[config.mk]
export PLATFORM = sky130hd
export DESIGN_NAME = bcd_timer_counter_mod_n
export DESIGN_NICKNAME = d
export VERILOG_FILES = /design/src/rtl/bcd_timer_counter_mod_n.sv
export SDC_FILE = /design/constraint.sdc
export NUM_CORES = 1
export LEC_CHECK = 0
export ABC_AREA = 0
export ABC_CLOCK_PERIOD_IN_PS = 2500
export BUFFER_PORTS_ARGS = -buffer_cell sky130_fd_sc_hd__buf_4
export CAP_MARGIN = 20
export CORE_ASPECT_RATIO = 1.4
export CORE_UTILIZATION = 40
export DETAILED_ROUTE_END_ITERATION = 10
export SETUP_SLACK_MARGIN = 0.5
export SYNTH_ARGS = -nofsm -noshare
export SYNTH_HDL_FRONTEND = slang
export SYNTH_SLANG_ARGS = --single-unit
[constraint.sdc]
create_clock -name clk -period 2.5 [get_ports clk]
set_input_delay 0.125 -clock clk [delete_from_list [all_inputs] [get_ports clk]]
set_output_delay 0.125 -clock clk [all_outputs]
set_load 0.01 [all_outputs]
[src/rtl/bcd_timer_counter_mod_n.sv]
// Two-digit BCD up/down counter, modulo MODULUS, with load, run/pause control and
// stop-or-reload on expiry. Advances only on the single-cycle clk_time tick.
module bcd_timer_counter_mod_n #(
  parameter int unsigned MODULUS     = 60,
  parameter bit          AUTO_RELOAD = 1'b0
) (
  input  logic       clk,
  input  logic       reset_p,
  input  logic       clk_time,
  input  logic       load_enable,
  input  logic [3:0] set_value1,
  input  logic [3:0] set_value10,
  input  logic       up_down,
  input  logic       start,
  input  logic       stop,
  output logic [3:0] dec1,
  output logic [3:0] dec10,
  output logic       wrap_pulse,
  output logic       running,
  output logic       done,
  output logic       zero,
  output logic       load_err
);

  localparam logic [3:0] TOP1  = 4'((MODULUS - 1) % 10);
  localparam logic [3:0] TOP10 = 4'((MODULUS - 1) / 10);
  localparam logic [7:0] MOD8  = 8'(MODULUS);

  typedef enum logic [1:0] {StIdle, StRun, StDone} state_e;

  state_e     state_q, state_d;
  logic [3:0] dec1_q, dec1_d, dec10_q, dec10_d;
  logic [3:0] rel1_q, rel1_d, rel10_q, rel10_d;
  logic       wrap_q, wrap_d, lerr_q, lerr_d;

  logic       at_zero, at_top, tick_run, expire, load_bad;
  logic [7:0] load_val;
  logic [3:0] ld1, ld10;

  assign at_zero  = (dec1_q == 4'd0) && (dec10_q == 4'd0);
  assign at_top   = (dec1_q == TOP1) && (dec10_q == TOP10);
  // A load on the same edge swallows the tick.
  assign tick_run = clk_time && !load_enable && (state_q == StRun);
  assign expire   = tick_run && !up_down && at_zero && !AUTO_RELOAD;

  assign load_val = {4'd0, set_value10} * 8'd10 + {4'd0, set_value1};
  assign load_bad = (set_value1 > 4'd9) || (set_value10 > 4'd9) || (load_val >= MOD8);
  assign ld1      = load_bad ? TOP1 : set_value1;
  assign ld10     = load_bad ? TOP10 : set_value10;

  // State register
  always_ff @(posedge clk or posedge reset_p) begin
    if (reset_p) begin
      state_q <= StIdle;
    end else begin
      state_q <= state_d;
    end
  end

  // Next state: stop dominates start; expiry only when no control pulse intervenes.
  always_comb begin
    state_d = state_q;
    if (start && stop) begin
      state_d = StIdle;
    end else if (stop && (state_q == StRun)) begin
      state_d = StIdle;
    end else if (start && (state_q != StRun)) begin
      state_d = StRun;
    end else if (load_enable && (state_q == StDone)) begin
      state_d = StIdle;
    end else if (expire) begin
      state_d = StDone;
    end
  end

  // State outputs
  always_comb begin
    running = (state_q == StRun);
    done    = (state_q == StDone);
  end

  // Count datapath
  always_comb begin
    dec1_d  = dec1_q;
    dec10_d = dec10_q;
    rel1_d  = rel1_q;
    rel10_d = rel10_q;
    wrap_d  = 1'b0;
    lerr_d  = 1'b0;
    if (load_enable) begin
      dec1_d  = ld1;
      dec10_d = ld10;
      rel1_d  = ld1;
      rel10_d = ld10;
      lerr_d  = load_bad;
    end else if (tick_run) begin
      if (up_down) begin
        if (at_top) begin
          dec1_d  = 4'd0;
          dec10_d = 4'd0;
          wrap_d  = 1'b1;
        end else if (dec1_q == 4'd9) begin
          dec1_d  = 4'd0;
          dec10_d = dec10_q + 4'd1;
        end else begin
          dec1_d = dec1_q + 4'd1;
        end
      end else if (at_zero) begin
        wrap_d = 1'b1;
        if (AUTO_RELOAD) begin
          dec1_d  = rel1_q;
          dec10_d = rel10_q;
        end
      end else if (dec1_q == 4'd0) begin
        dec1_d  = 4'd9;
        dec10_d = dec10_q - 4'd1;
      end else begin
        dec1_d = dec1_q - 4'd1;
      end
    end
  end

  always_ff @(posedge clk or posedge reset_p) begin
    if (reset_p) begin
      dec1_q  <= 4'd0;
      dec10_q <= 4'd0;
      rel1_q  <= 4'd0;
      rel10_q <= 4'd0;
      wrap_q  <= 1'b0;
      lerr_q  <= 1'b0;
    end else begin
      dec1_q  <= dec1_d;
      dec10_q <= dec10_d;
      rel1_q  <= rel1_d;
      rel10_q <= rel10_d;
      wrap_q  <= wrap_d;
      lerr_q  <= lerr_d;
    end
  end

  assign dec1       = dec1_q;
  assign dec10      = dec10_q;
  assign wrap_pulse = wrap_q;
  assign load_err   = lerr_q;
  assign zero       = at_zero;

endmodule

# ---- Word level (Yosys, flattened, before mapping)
# Cells that the tools add are included.
dict set report totals {
  regBits 12
  latchBits 0
  ramBits 0
  rom_bits 0
  mem_count 0
}
dict set report classes {
  addsub 5
  n_mul 1
  div 0
  magnitude_cmp 3
  n_eq_ne 7
  shifts 0
  mux 27
  n_bitwise 0
  n_reduce_logical 21
}
# cell count
set ops {}
lappend ops {{$mux W4} 16}
lappend ops {{$logic_and A1 B1 Y1} 10}
lappend ops {{$mux W2} 5}
lappend ops {{$add A4 B1 Y4 const B} 2}
lappend ops {{$add A8 B4 Y8} 1}
lappend ops {{$ge A8 B6 Y1 const B} 1}
lappend ops {{$gt A4 B4 Y1 const B} 2}
lappend ops {{$logic_not A4 Y1} 2}
lappend ops {{$sub A4 B1 Y4 const B} 2}
lappend ops {{$mul A4 B3 Y7 const B} 1}
lappend ops {{$mux W1} 6}
lappend ops {{$reduce_bool A5 Y1} 1}
lappend ops {{$eq A4 B3 Y1 const B} 1}
lappend ops {{$eq A4 B4 Y1 const B} 1}
lappend ops {{$ne A4 B2 Y1 const B} 1}
lappend ops {{$reduce_and A4 Y1} 1}
lappend ops {{$ne A3 B3 Y1 const B} 1}
lappend ops {{$reduce_bool A3 Y1} 1}
lappend ops {{$eq A2 B1 Y1 const B} 1}
lappend ops {{$eq A2 B2 Y1 const B} 1}
lappend ops {{$logic_not A1 Y1} 2}
lappend ops {{$logic_or A1 B1 Y1} 2}
lappend ops {{$ne A2 B1 Y1 const B} 1}
lappend ops {{$reduce_and A2 Y1} 1}
lappend ops {{$reduce_bool A2 Y1} 1}

# ---- Logic depth before layout (Yosys ltp)
dict set report depth {
  word_depth 10
  depth_mapped 9
  depth_no_buf 9
}

# ---- Worst setup path before layout
# Ideal clock, no wire load.
dict set report synth_path {
  path_kind {input -> register}
  from {in set_value10[1]}
  to {reg dec1_q[0], in the netlist dec1[0]}
  setup_time_ns 0.121
  t_arrival_ns 2.090
  required_time_ns 2.379
  slack_ns 0.289
  cell_stages 8
  n_path_buf 0
  cell_sequence {ha_1 -> ha_1 -> fa_1 -> o211ai_1 -> mux2_1 -> nand2_1 -> nand4_1 -> o22a_1}
}
dict set report synth_between {
  elab_chain_len 6
}
# item line_no
set synth_rtl {}
lappend synth_rtl {{from (decl)} 12} ;# input logic [3:0] set_value10,
lappend synth_rtl {{$mul A4 B3 Y7} 46} ;# assign load_val = {4'd0, set_value10} * 8'd10 + {4'd0, set_value1};
lappend synth_rtl {{$add A8 B4 Y8} 46}
lappend synth_rtl {{$ge A8 B6 Y1} 47} ;# assign load_bad = (set_value1 > 4'd9) || (set_value10 > 4'd9) || (load_val >= MOD8);
lappend synth_rtl {{$logic_or A1 B1 Y1 *} 47}
lappend synth_rtl {{$mux W4 *} 48} ;# assign ld1 = load_bad ? TOP1 : set_value1;
lappend synth_rtl {{$mux W4 *} 90} ;# if (load_enable) begin
lappend synth_rtl {{to (signal assigned)} 125} ;# dec1_q <= 4'd0;
lappend synth_rtl {{to (signal assigned)} 132} ;# dec1_q <= dec1_d;
lappend synth_rtl {{to (decl)} 32} ;# logic [3:0] dec1_q, dec1_d, dec10_q, dec10_d;
# Every way passes the cells marked *; elsewhere a longest branch is shown, timed or not.
# A chain may end at the register's enable or synchronous reset.

# ---- Worst setup path in the final report
dict set report layout_path {
  from {in set_value10[3]}
  to {reg dec1_q[3], in the netlist dec1[3]}
}
# Same word-level chain as after synthesis.

==> impl_metrics.toml <==
[route]
routed_wl_um = 3200
via_per_inst = 5.64
num_vias = 1229
drt_iter0_drc = 21
firstDrtPassIters = 4
drc = 0
wl_per_cell_um = 14.7
ant_nets = 0

[power_and_ir_drop]
peakVddDrop_uv = 255
powerDensity_mw_per_mm2 = 536
clockPowerShare = 0.238
switchingPower_uw = 329
p_int_uw = 559
pwr-share-comb = 0.450
leakage_uw = 0.000735
swShare = 0.370
seq_power_share = 0.312
power_uw = 888

[yosys]
synth.area.top_cells = "dfrtp_1 24%, ha_1 11%, inv_1 3.3%, nand2_1 3.3%, fa_1 3.2%"
ys_types = 53
syn-num-nets = 175
synthArstFlopShare = 1.00
synth-main-ff-cell = "dfrtp_1"
yosysTopAreaCell = "dfrtp_1"
synth-edff-count = 0
yosysWarnings = 0
synth_most_common_cell = "dfrtp_1"
synthCells = 147
ys_ff_latch = 12
synth_area_mm2 = 0.00126
synth_top_area_frac = 0.239
seq_area_frac_synth = 0.239
synth_common_cells = "12 x dfrtp_1, 11 x ha_1, 11 x inv_1, 11 x nand2_1"
syn_area_per_cell_um2 = 8.55

[clock_network]
cts_tree = "built"
clock-root-buffer = "clkbuf_8"
path_clk_slew_ns = 0.05
clkLatencyLatePin_ns = 0.24
cts.sinks = 12
clk_path_buf_depth = 2
ctsHtreeMaxLevel = 1
cts-buffers-inserted = 3

[worst_setup_path]
reg2reg_depth = 6
path_cells = "buf_8, ha_4, ha_4, fa_2, o211ai_1, mux2_1, nand2_1, buf_4, nand3_1, a221o_1"
cp-end-kind = "flop"
arrival_ns = 2.25
crit_required_ns = 2.62
crit_type = "primary input to flop"
crit_fanout = 3
slowest_delay_ns = 0.57
crit_path_start_kind = "primary input"
cp_common_cell = "ha_4"
crit_slowest_cell = "fa_2"

[floorplanning]
coreArea_mm2 = 0.00294
die_width_um = 49.4
design.die.area_mm2 = 0.00337
initial_core_util = 0.428
ios = 28
rows = 23
chipHeight_um = 68.3

[grt]
grt_pass1_vias = 1190
overflow = 0
grt_pass1_wl_um = 5240
grt_usage = 0.205
grt_max_degree = 20
antenna_found_initial = 0

[sta]
finalHoldViolCount = 0
layout_setup_ws_ns = 0.370
tns_ns = 0
timing.final.max_slew_violations = 0
max_slew_margin = 0.695
fmax_ghz = 0.469
finalCritPeriodShare = 0.852
finalSetupViolCount = 0
rsz0062_at_grt = "true"
worst_clock_skew_ns = 0.00554
worstMarginPinSlew_ns = 0.458
fin_crit_ns = 2.13

[final_layout]
final_nets = 210
area_growth_pct = 31.9
fin_area_mm2 = 0.00166
nFillCells = 291
antenna_cells = 0
layout-drive-gt1-share = 0.298

[hold_path]
holdPathStages = 2
hold_path_class = "primary input to flop"

[placed_design]
place_area_mm2 = 0.00150
hpwlAfterDp_um = 2500
io_buffers = 27
gp_congestion = 0.838
place_ws_ns = 0.0502

[job]
drv_cap = 0

[status]
outcome = "completed"
[final timing paths]
kind / start / end / slack (ns)
worst max-delay path: set_value10[3] / dec1[3] / 0.37
worst min-delay path: stop / state_q[0] / 0.07
worst max register to register: dec10[1] / state_q[1] / 0.53
worst min register to register: state_q[1] / state_q[1] / 0.56
max in group asynchronous: reset_p / dec10[1] / 1.73
min in group asynchronous: reset_p / wrap_pulse / 0.45
[flip-flops by register name, indices dropped and copies added (netlist names)]
name / count
dec1: 4
wrap_pulse: 1
load_err: 1
state_q: 2
dec10: 4
[metrics by stage]
step	util	hold slack, ns	std cells
floorplan	-	-0.0103	147
global placement	0.512	0.154	206
detailed placement	0.512	0.168	206
CTS	0.554	0.0697	215
global route	0.564	0.0750	218
finish	0.564	0.0692	218
[cells in the final DEF (no fill, tap or decap), drive strengths merged, types with 2 or more instances in the layout]
cell type / instances
nor4: 2
a221o: 3
clkbuf: 4
ha: 11
o22ai: 2
nand3: 7
a21oi: 7
mux2i: 3
nand2: 11
xnor2: 4
nor2b: 2
nor2: 10
and3: 3
a211oi: 2
nor3: 6
buf: 36
nand4: 3
nor3b: 3
and2: 2
dfrtp: 12
fa: 2
nand3b: 2
o21ai: 10
inv: 11
[layout make-up]
type / instances / area (um2) / area share
multi-input cells: 117 / 922 / 0.557
inverters: 11 / 41.3 / 0.0249
flip-flops and latches: 12 / 300 / 0.181
clock buffers: 4 / 55.1 / 0.0332
repair buffers: 37 / 292 / 0.176
well taps: 37 / 46.3 / 0.0279
[critical path: cells and delay by family]
| kind | cells | cell delay [ns] |
|---|---|---|
| adders and majority gates | 3 | 0.97 |
| muxes | 1 | 0.33 |
| AOI/OAI and AO/OA | 2 | 0.45 |
| and+or+nand+nor | 2 | 0.18 |
| buffers and inverters | 2 | 0.20 |
[metal layers]
layer | share of wire | up-vias | GRT usage
li1 | - | 613 | -
met1 | 0.41 | 588 | 0.233
met2 | 0.54 | 21 | 0.384
met3 | 0.013 | 7 | 0.0156
met4 | 0.028 | 0 | 0.107
met5 | 0 | - | 0
[logic make-up after synthesis]
logic type               share of synthesized area
AND/OR/NAND/NOR                              0.260
AO/OA/AOI/OAI                                0.223
multiplexers                                0.0329
flip-flops                                   0.239
buffers and inverters                       0.0687
adder cells (fa/ha/maj)                      0.141
XOR/XNOR                                    0.0349
[repair_timing]
action | CTS | global route
hold endpoints to repair | 12 | 0
gates resized for setup | 7 | 1
hold buffers | 1 | 0
pin swaps | 10 | 4
setup endpoints to repair | 8 | 9
setup buffers | 4 | 3
[power groups by stage]
stage | Sequential, uW | Combinational (uW) | Clock [uW]
2_1_floorplan | 265 | 267 | 0
3_3_place_gp | 276 | 365 | 0
3_5_place_dp | 277 | 373 | 0
4_1_cts | 276 | 387 | 216
5_1_grt | 286 | 444 | 222
6_report | 277 | 400 | 211
(Power assumes the default switching activity.)
